**config.mk**
```make
export PLATFORM = sky130hd
export DESIGN_NAME = dram_mmio_ctrl
export DESIGN_NICKNAME = d
export VERILOG_FILES = /design/src/rtl/dram_mmio_ctrl.sv
export SDC_FILE = /design/constraint.sdc
export NUM_CORES = 2
export LEC_CHECK = 0
export ABC_AREA = 1
export CAP_MARGIN = 20
export CORE_ASPECT_RATIO = 1.25
export CORE_MARGIN = 4
export CORE_UTILIZATION = 39
export CTS_CLUSTER_SIZE = 24
export DETAILED_ROUTE_END_ITERATION = 7
export HOLD_SLACK_MARGIN = 0.15
export SLEW_MARGIN = 10
export SYNTH_ARGS = -nofsm -noshare
export SYNTH_HDL_FRONTEND = slang
export SYNTH_SLANG_ARGS = --single-unit
```
**constraint.sdc**
```tcl
create_clock -name CLK -period 2.7 [get_ports CLK]
set_input_delay 0.405 -clock CLK [delete_from_list [all_inputs] [get_ports CLK]]
set_output_delay 0.405 -clock CLK [all_outputs]
set_load 0.01 [all_outputs]
```
**src/rtl/dram_mmio_ctrl.sv**
```systemverilog
// dram_mmio_ctrl: word-addressed data RAM with a memory-mapped I/O window on top.
// The window holds synchronised input ports, registered output ports, sticky change
// flags (write-1-to-clear) and a prescaled free-running timer. Reads are
// combinational so a single-cycle CPU can use Q directly. All state changes on the
// rising CLK edge.
module dram_mmio_ctrl #(
  parameter int             DW       = 8,
  parameter int             AW       = 8,
  parameter int             NUM_IN   = 3,
  parameter int             NUM_OUT  = 4,
  parameter logic [AW-1:0]  IO_BASE  = 8'hF0,
  parameter int             PRESCALE = 1
) (
  input  logic                    CLK,
  input  logic                    RESET,
  input  logic [AW-1:0]           ADDR,
  input  logic [DW-1:0]           DATA,
  input  logic                    MW,
  output logic [DW-1:0]           Q,
  input  logic [NUM_IN*DW-1:0]    IO_IN,
  output logic [NUM_OUT*DW-1:0]   IO_OUT,
  output logic                    CHG_ANY
);

  localparam int RAM_DEPTH = int'(IO_BASE);
  localparam int OFF_OUT   = NUM_IN;
  localparam int OFF_CHG   = NUM_IN + NUM_OUT;
  localparam int OFF_TMR   = NUM_IN + NUM_OUT + 1;
  localparam int PW        = (PRESCALE > 1) ? $clog2(PRESCALE) : 1;
  localparam logic [PW-1:0] PRESC_LAST = PW'(PRESCALE - 1);

  // Each input port needs its own change-flag bit inside one data word.
  if (NUM_IN < 1 || NUM_IN > DW) begin : g_bad_num_in
    $error("dram_mmio_ctrl: NUM_IN must be in 1..DW");
  end

  logic [DW-1:0]     ram_r   [RAM_DEPTH];
  logic [DW-1:0]     sync1_r [NUM_IN];
  logic [DW-1:0]     sync2_r [NUM_IN];
  logic [DW-1:0]     prev_r  [NUM_IN];
  logic [DW-1:0]     out_r   [NUM_OUT];
  logic [NUM_IN-1:0] chg_r;
  logic              chg_any_r;
  logic [DW-1:0]     timer_r;
  logic [PW-1:0]     presc_r;

  logic              io_sel_s;
  logic [AW-1:0]     off_s;
  int                off_ext_s;
  logic              wr_io_s;
  logic              wr_chg_s;
  logic              wr_tmr_s;
  logic [NUM_OUT-1:0] wr_out_s;
  logic [DW-1:0]     rd_in_s;
  logic [DW-1:0]     rd_out_s;
  logic [DW-1:0]     chg_word_s;
  logic [DW-1:0]     q_s;

  // Offset arithmetic wraps in AW bits; only meaningful when io_sel_s is set.
  assign io_sel_s  = (ADDR >= IO_BASE);
  assign off_s     = ADDR - IO_BASE;
  assign off_ext_s = int'(off_s);
  assign wr_io_s   = MW & io_sel_s;
  assign wr_chg_s  = wr_io_s & (off_ext_s == OFF_CHG);
  assign wr_tmr_s  = wr_io_s & (off_ext_s == OFF_TMR);

  // Per-output-port write strobes.
  always_comb begin
    wr_out_s = '0;
    for (int j = 0; j < NUM_OUT; j++) begin
      wr_out_s[j] = wr_io_s & (off_ext_s == OFF_OUT + j);
    end
  end

  // Read mux: RAM below IO_BASE, register file above; unmapped offsets read zero.
  always_comb begin
    q_s        = '0;
    rd_in_s    = '0;
    rd_out_s   = '0;
    chg_word_s = '0;
    for (int i = 0; i < NUM_IN; i++) begin
      rd_in_s = rd_in_s | ((off_ext_s == i) ? sync2_r[i] : '0);
    end
    for (int j = 0; j < NUM_OUT; j++) begin
      rd_out_s = rd_out_s | ((off_ext_s == OFF_OUT + j) ? out_r[j] : '0);
    end
    chg_word_s[NUM_IN-1:0] = chg_r;
    if (!io_sel_s) begin
      q_s = ram_r[ADDR];
    end else if (off_ext_s < OFF_OUT) begin
      q_s = rd_in_s;
    end else if (off_ext_s < OFF_CHG) begin
      q_s = rd_out_s;
    end else if (off_ext_s == OFF_CHG) begin
      q_s = chg_word_s;
    end else if (off_ext_s == OFF_TMR) begin
      q_s = timer_r;
    end else begin
      q_s = '0;
    end
  end

  // RAM storage: untouched by RESET, but a write during RESET is discarded.
  always_ff @(posedge CLK) begin
    if (MW && !RESET && !io_sel_s) begin
      ram_r[ADDR] <= DATA;
    end
  end

  // Input synchronisers, sticky change flags (set beats clear) and CHG_ANY.
  always_ff @(posedge CLK) begin
    if (RESET) begin
      for (int i = 0; i < NUM_IN; i++) begin
        sync1_r[i] <= '0;
        sync2_r[i] <= '0;
        prev_r[i]  <= '0;
      end
      chg_r     <= '0;
      chg_any_r <= 1'b0;
    end else begin
      for (int i = 0; i < NUM_IN; i++) begin
        sync1_r[i] <= IO_IN[i*DW +: DW];
        sync2_r[i] <= sync1_r[i];
        prev_r[i]  <= sync2_r[i];
        chg_r[i]   <= (sync2_r[i] != prev_r[i]) | (chg_r[i] & ~(wr_chg_s & DATA[i]));
      end
      chg_any_r <= |chg_r;
    end
  end

  // Output port registers.
  always_ff @(posedge CLK) begin
    if (RESET) begin
      for (int j = 0; j < NUM_OUT; j++) begin
        out_r[j] <= '0;
      end
    end else begin
      for (int j = 0; j < NUM_OUT; j++) begin
        if (wr_out_s[j]) begin
          out_r[j] <= DATA;
        end
      end
    end
  end

  // Prescaled timer; a CPU write loads the value and restarts the prescaler.
  always_ff @(posedge CLK) begin
    if (RESET) begin
      timer_r <= '0;
      presc_r <= '0;
    end else if (wr_tmr_s) begin
      timer_r <= DATA;
      presc_r <= '0;
    end else if (presc_r == PRESC_LAST) begin
      timer_r <= timer_r + DW'(1);
      presc_r <= '0;
    end else begin
      presc_r <= presc_r + PW'(1);
    end
  end

  for (genvar j = 0; j < NUM_OUT; j++) begin : g_io_out
    assign IO_OUT[j*DW +: DW] = out_r[j];
  end

  assign Q       = q_s;
  assign CHG_ANY = chg_any_r;

endmodule

```
# == Word-level counts from Yosys, hierarchy flattened ==
# Memory sizes are Yosys's and may differ from the RTL's.
# Cells that the tools add are included.
# classes
n_addsub,3
n_lt_le_gt_ge,3
n_eq_ne,12
mux,44
n_bitwise,38
n_reduce_logical,7
# ops
operator,count
2-to-1 mux 8 bit,27
bitwise OR 8 bit,5
"equality test 8 x 4 -> 1 bit, second input constant",4
zero test 32 bit,1
inequality test 8 bit,3
2-to-1 mux 1 bit,17
"equality test 8 x 3 -> 1 bit, second input constant",2
bitwise OR 1 bit,16
bitwise AND 1 bit,13
"adder 8 x 1 -> 8 bit, second input constant",1
"equality test 8 x 2 -> 1 bit, second input constant",1
"equality test 8 x 5 -> 1 bit, second input constant",1
"greater-or-equal comparator 8 bit, second input constant",1
"< comparator 8 x 2 -> 1 bit, second input constant",1
"< comparator 8 x 3 -> 1 bit, second input constant",1
"subtractor 8 bit, second input constant",1
OR reduction 3 bit,2
NOT 1 bit,4
logical AND 1 bit,2
zero test 1 bit,2
"inequality test 2 x 1 -> 1 bit, second input constant",1
"adder 1 bit, second input constant",1
# word_totals
regBits,13
ram_bits,2024
inputBits,43
word_cells,116
memories,5
# memory_table
memory,depth,width,rd,rd_clocked_by_memory_dff,write_ports,line_no,text
ram_r,240,8,1,0,1,37,logic [DW-1:0] ram_r [RAM_DEPTH];
out_r,4,8,4,0,4,41,logic [DW-1:0] out_r [NUM_OUT];
prev_r,3,8,3,0,3,40,logic [DW-1:0] prev_r [NUM_IN];
sync1_r,3,8,3,0,3,38,logic [DW-1:0] sync1_r [NUM_IN];
sync2_r,3,8,3,0,3,39,logic [DW-1:0] sync2_r [NUM_IN];

# == Logic depth before layout (Yosys ltp) ==
# depth
ltp_word,9
depth_mapped,18
depth_no_buf,15

# == Worst setup path before layout ==
# Ideal clock, no wire load.
# synth_path
kind,input to register
start,input ADDR[1]
end,memory out_r[3][0] (enable)
arrival_ns,1.984
t_required_ns,2.316
slack_ns,0.332
path_stages,9
cell_sequence,buf_2 -> inv_2 -> nor2_1 -> buf_2 -> buf_4 -> inv_1 -> nor2_1 -> nand2_1 -> o21ai_0
# synth_rtl
item,line_no,text
"start, declared",16,"input logic [AW-1:0] ADDR,"
"end, declared",41,

# == Worst setup path in the final report ==
# layout_path
start,input ADDR[0]
end,output Q[3]
# layout_via
elab_chain_cells,9
# layout_lines
item,line_no,text
subtractor 8 bit,61,assign off_s = ADDR - IO_BASE;
equality test 8 x 3 -> 1 bit / equality test 8 x 4 -> 1 bit (equally long branches),85,rd_out_s = rd_out_s | ((off_ext_s == OFF_OUT + j) ? out_r[j] : '0);
2-to-1 mux 8 bit,85,
bitwise OR 8 bit (3 in a row),85,
2-to-1 mux 8 bit,92,end else if (off_ext_s < OFF_CHG) begin
2-to-1 mux 8 bit,90,end else if (off_ext_s < OFF_OUT) begin
2-to-1 mux 8 bit *,88,if (!io_sel_s) begin
"end, declared",19,"output logic [DW-1:0] Q,"
# Every way passes the cells marked *; elsewhere a longest branch is shown, timed or not.

==> results by group <==
Route
  – M1 WL: 96800 um
  – 1st-iter DRT viols: 5655
  – Vias: 57125
  – Max layer used: met5
  – Via density: 5.17
  – DRT antenna net count: 0
  – Met2 WL: 120000 um
  – First-pass iteration count of the detailed router: 5
  – DR DRC count: 0
  – Total Routed Length: 246000 um
  – DR WL/cell: 22.2 um
  – DR WL met3: 17800 um

Synthesis
  – Avg Inst Size Synth: 10.8 sq um
  – Synth Area in Simple Gates: 22.8%
  – Main synth FF type: edfxtp_1
  – Syn. warnings: 0
  – Mapped Nets: 7697
  – Post-synthesis async set-or-reset flop share: 0%
  – Mapped Area: 0.0827 sq mm
  – Adder-cell area share of the yosys netlist: 0.0151%
  – Post-synthesis cell type count: 36
  – Seq cells post-synth: 2037
  – Largest family of logic cells by synthesized area: simple AND/OR/NAND/NOR gates
  – Cells after Synth: 7653
  – Register area share after synthesis: 72.9%
  – Synth Area in Compound Gates: 1.32%
  – Synth Area in XOR/XNOR: 0.296%
  – Mux cell area share after synthesis: 0%
  – Post-synth EDFFs: 1952

Worst setup path
  – CP max FO: 27
  – Worst reg2reg path depth: 9
  – Setup crit start: ADDR[0]
  – Reg2reg end: timer_r[4]$_SDFFE_PP0P_
  – Crit end category: primary output
  – Worst setup path end: Q[3]
  – Critical path class: in2out
  – RR Startpoint: timer_r[0]$_SDFFE_PP0P_
  – Worst reg2reg setup slack: 1.23 ns
  – Crit path launch type: primary input
  – WP data required: 2.30 ns
  – Critical Path AT: 2.86 ns

Place
  – Dpl ws: -1.41 ns
  – Port buffer count: 83
  – GPL Wtd Cong: 0.918
  – Post-DP HPWL: 157000 um

Final layout
  – Post-layout util: 47.3%
  – Area Growth Syn to Fin: 20.3%
  – Fillers: 18753
  – Share of cells above drive strength 1: 15.7%
  – Fin nets: 8198

Global routing
  – Total track usage: 22.0%
  – Largest net degree at the start of global routing: 114
  – Vias in the first global route: 55906
  – Initial antenna violation count: 7
  – Total gr overflow: 0
  – Global-route wire length before repair: 362000 um

Run status
  – Status: finished, violations left
  – Violated checks: negative setup slack

Clock tree
  – Total CTS buffers: 195
  – CTS tree: yes
  – Clock-pin slew on the worst setup and hold paths: 0.07 ns
  – Clock latency on the worst-skew pair: 0.86 ns
  – H-tree lvl count: 4
  – Clock buffer depth: 4
  – Sink Count: 2037
  – CTS Root Cell: clkbuf_16

Floorplanning
  – Die width: 420 um
  – Die H: 523 um
  – Total die area: 0.220 sq mm
  – Std cell rows: 188
  – Core ar.: 0.211 sq mm
  – I/O pin cnt: 84
  – Starting Density: 39.3%

Power
  – Leak pwr: 38.5 nW
  – Design Power: 66.4 mW
  – Maximum vdd ir drop: 560 uV
  – Power density cells: 667 mW/mm^2

STA
  – Period utilization: 121%
  – Setup Skew: 0.0334 ns
  – Final Setup Violations: 8
  – Fmax: 0.307 GHz
  – Worst hold slack: 0.224 ns
  – RSZ-0062 raised after global routing: true
  – Relative slew margins: 40.4%
  – Slew @ Worst Pin: 0.891 ns
  – Final worst setup slack: -0.561 ns
  – Tmin final: 3.26 ns
  – Max-slew violations: 0
  – Hold Vio Cnt, Final: 0

Min path
  – Worst hold path class: in2reg
  – Hold path depth: 3

Run
  – Max Cap Viol: 0
==> critical path: stages <==
cell,delay [ns]
buf_12,0.15
nor2_4,0.11
buf_12,0.14
buf_12,0.14
buf_12,0.17
buf_4,0.16
nand2_1,0.05
nand4_1,0.08
nand2_1,0.08
nand2_1,0.13
o21ai_0,0.23
nand2_1,0.15
nor2_4,0.19
nand2_2,0.10
o21ai_4,0.23
nand2_2,0.11
buf_6,0.13
==> flip-flops by register name, indices dropped and copies added (netlist names) <==
name / count
prev_r: 24
ram_r: 1920
timer_r: 8
CHG_ANY: 1
out_r: 32
chg_r: 3
sync1_r: 24
sync2_r: 24
presc_r: 1
==> power breakdown <==
| group | internal [mW] | switching (mW) | leakage, nW |
|---|---|---|---|
| clock network | 15.1 | 11.7 | 3.00 |
| logic | 1.55 | 3.34 | 17.3 |
| registers | 34.7 | 0.0558 | 18.3 |
| total | 51.3 | 15.1 | 38.5 |
==> per-stage QoR <==
step	instance area [sq um]	setup TNS, ns	cells
floorplan	82700	0	7653
global placement	91200	-1312.67	10673
detailed placement	91200	-1342.80	10674
CTS	98800	-4.03	11054
global route	99500	-4.59	11052
finish	99600	-4.07	11055
==> worst min path at each step <==
stage	slack [ns]	to	startpoint
detailed placement	0.39	sync2_r[0][23]$_SDFF_PP0_	sync1_r[0][23]$_SDFF_PP0_
CTS	0.20	prev_r[0][16]$_SDFF_PP0_	RESET
floorplan	0.39	sync2_r[0][0]$_SDFF_PP0_	sync1_r[0][0]$_SDFF_PP0_
finish	0.22	prev_r[0][16]$_SDFF_PP0_	RESET
global placement	0.39	sync2_r[0][5]$_SDFF_PP0_	sync1_r[0][5]$_SDFF_PP0_
global route	0.26	sync1_r[0][20]$_SDFF_PP0_	RESET
==> layout make-up <==
class / instances / area (sq um) / area share (%)
clock buffer: 232 / 5130 / 5.16
antenna: 4 / 10.0 / 0.0101
sequential: 2037 / 60300 / 60.6
multi-input combinational: 5097 / 21800 / 21.9
tap: 2755 / 3450 / 3.46
timing repair buffer: 671 / 7240 / 7.27
clock inverter: 107 / 987 / 0.992
timing repair inverter: 1 / 8.76 / 0.00880
inverter: 151 / 611 / 0.613
==> timing repair <==
item / CTS / global route
pin swaps: 132 / 144
buffers inserted: 9 / 1
endpoints found under the setup margin: 329 / 604
hold endpoints to repair: 263 / 0
gates resized for setup: 324 / 249
cloned: 6 / 1
hold buffers: 32 / 0
==> kinds of logic after synthesis <==
| logic type | after synthesis |
|---|---|
| AOI/OAI and AO/OA | 169 |
| xor gates and xnor gates | 28 |
| adders and majority gates | 1 |
| buffers and inverters | 519 |
| DFF | 2037 |
| other | 1 |
| and+or+nand+nor | 4898 |
==> placed cells by master, fill, tap and decap left out, types with 9 or more instances in the layout <==
cell,Yosys,layout
inv_1,133,129
clkbuf_16,0,201
nand3_1,120,100
dfxtp_1,85,85
nand3_2,0,20
nor2_1,657,461
o21ai_0,36,25
o22ai_1,10,10
buf_12,0,127
bufinv_16,0,16
clkinv_2,0,36
a21oi_1,23,21
nand2_1,3987,3796
nand2_4,0,26
nand2_2,2,166
buf_4,2,406
clkbuf_1,170,31
edfxtp_1,1952,1952
nand4_1,112,112
a22oi_1,77,74
clkinv_1,9,40
buf_6,0,20
dlygate4sd3_1,0,32
nor2_2,3,159
xor2_1,23,23
nor2_4,0,40
clkinvlp_4,0,9
clkdlybuf4s50_1,0,62
==> per-layer routing <==
metal | global-route usage [%] | up-vias
li1 | - | 26346
met1 | 28.4 | 27906
met2 | 37.2 | 2371
met3 | 2.87 | 500
met4 | 9.47 | 2
met5 | 0 | -
==> synthesized netlist by cell type (5+ instances only) <==
master       n  area (sq um)
clkbuf_1   170           638
nor4_1       8          50.1
o21ai_0     36           180
inv_2        9          33.8
nor3_1       5          25.0
dfxtp_1     85          1700
xor2_1      23           201
buf_1       14          52.6
o22ai_1     10          62.6
edfxtp_1  1952         58600
nand2_1   3987         15000
a22oi_1     77           578
nand4_1    112           701
inv_1      133           499
nand3_1    120           601
o21ai_1      7          35.0
buf_2      182           911
xnor2_1      5          43.8
clkinv_1     9          33.8
a21oi_1     23           115
nor2_1     657          2470
Note: power is estimated with default switching activity, not from simulation.
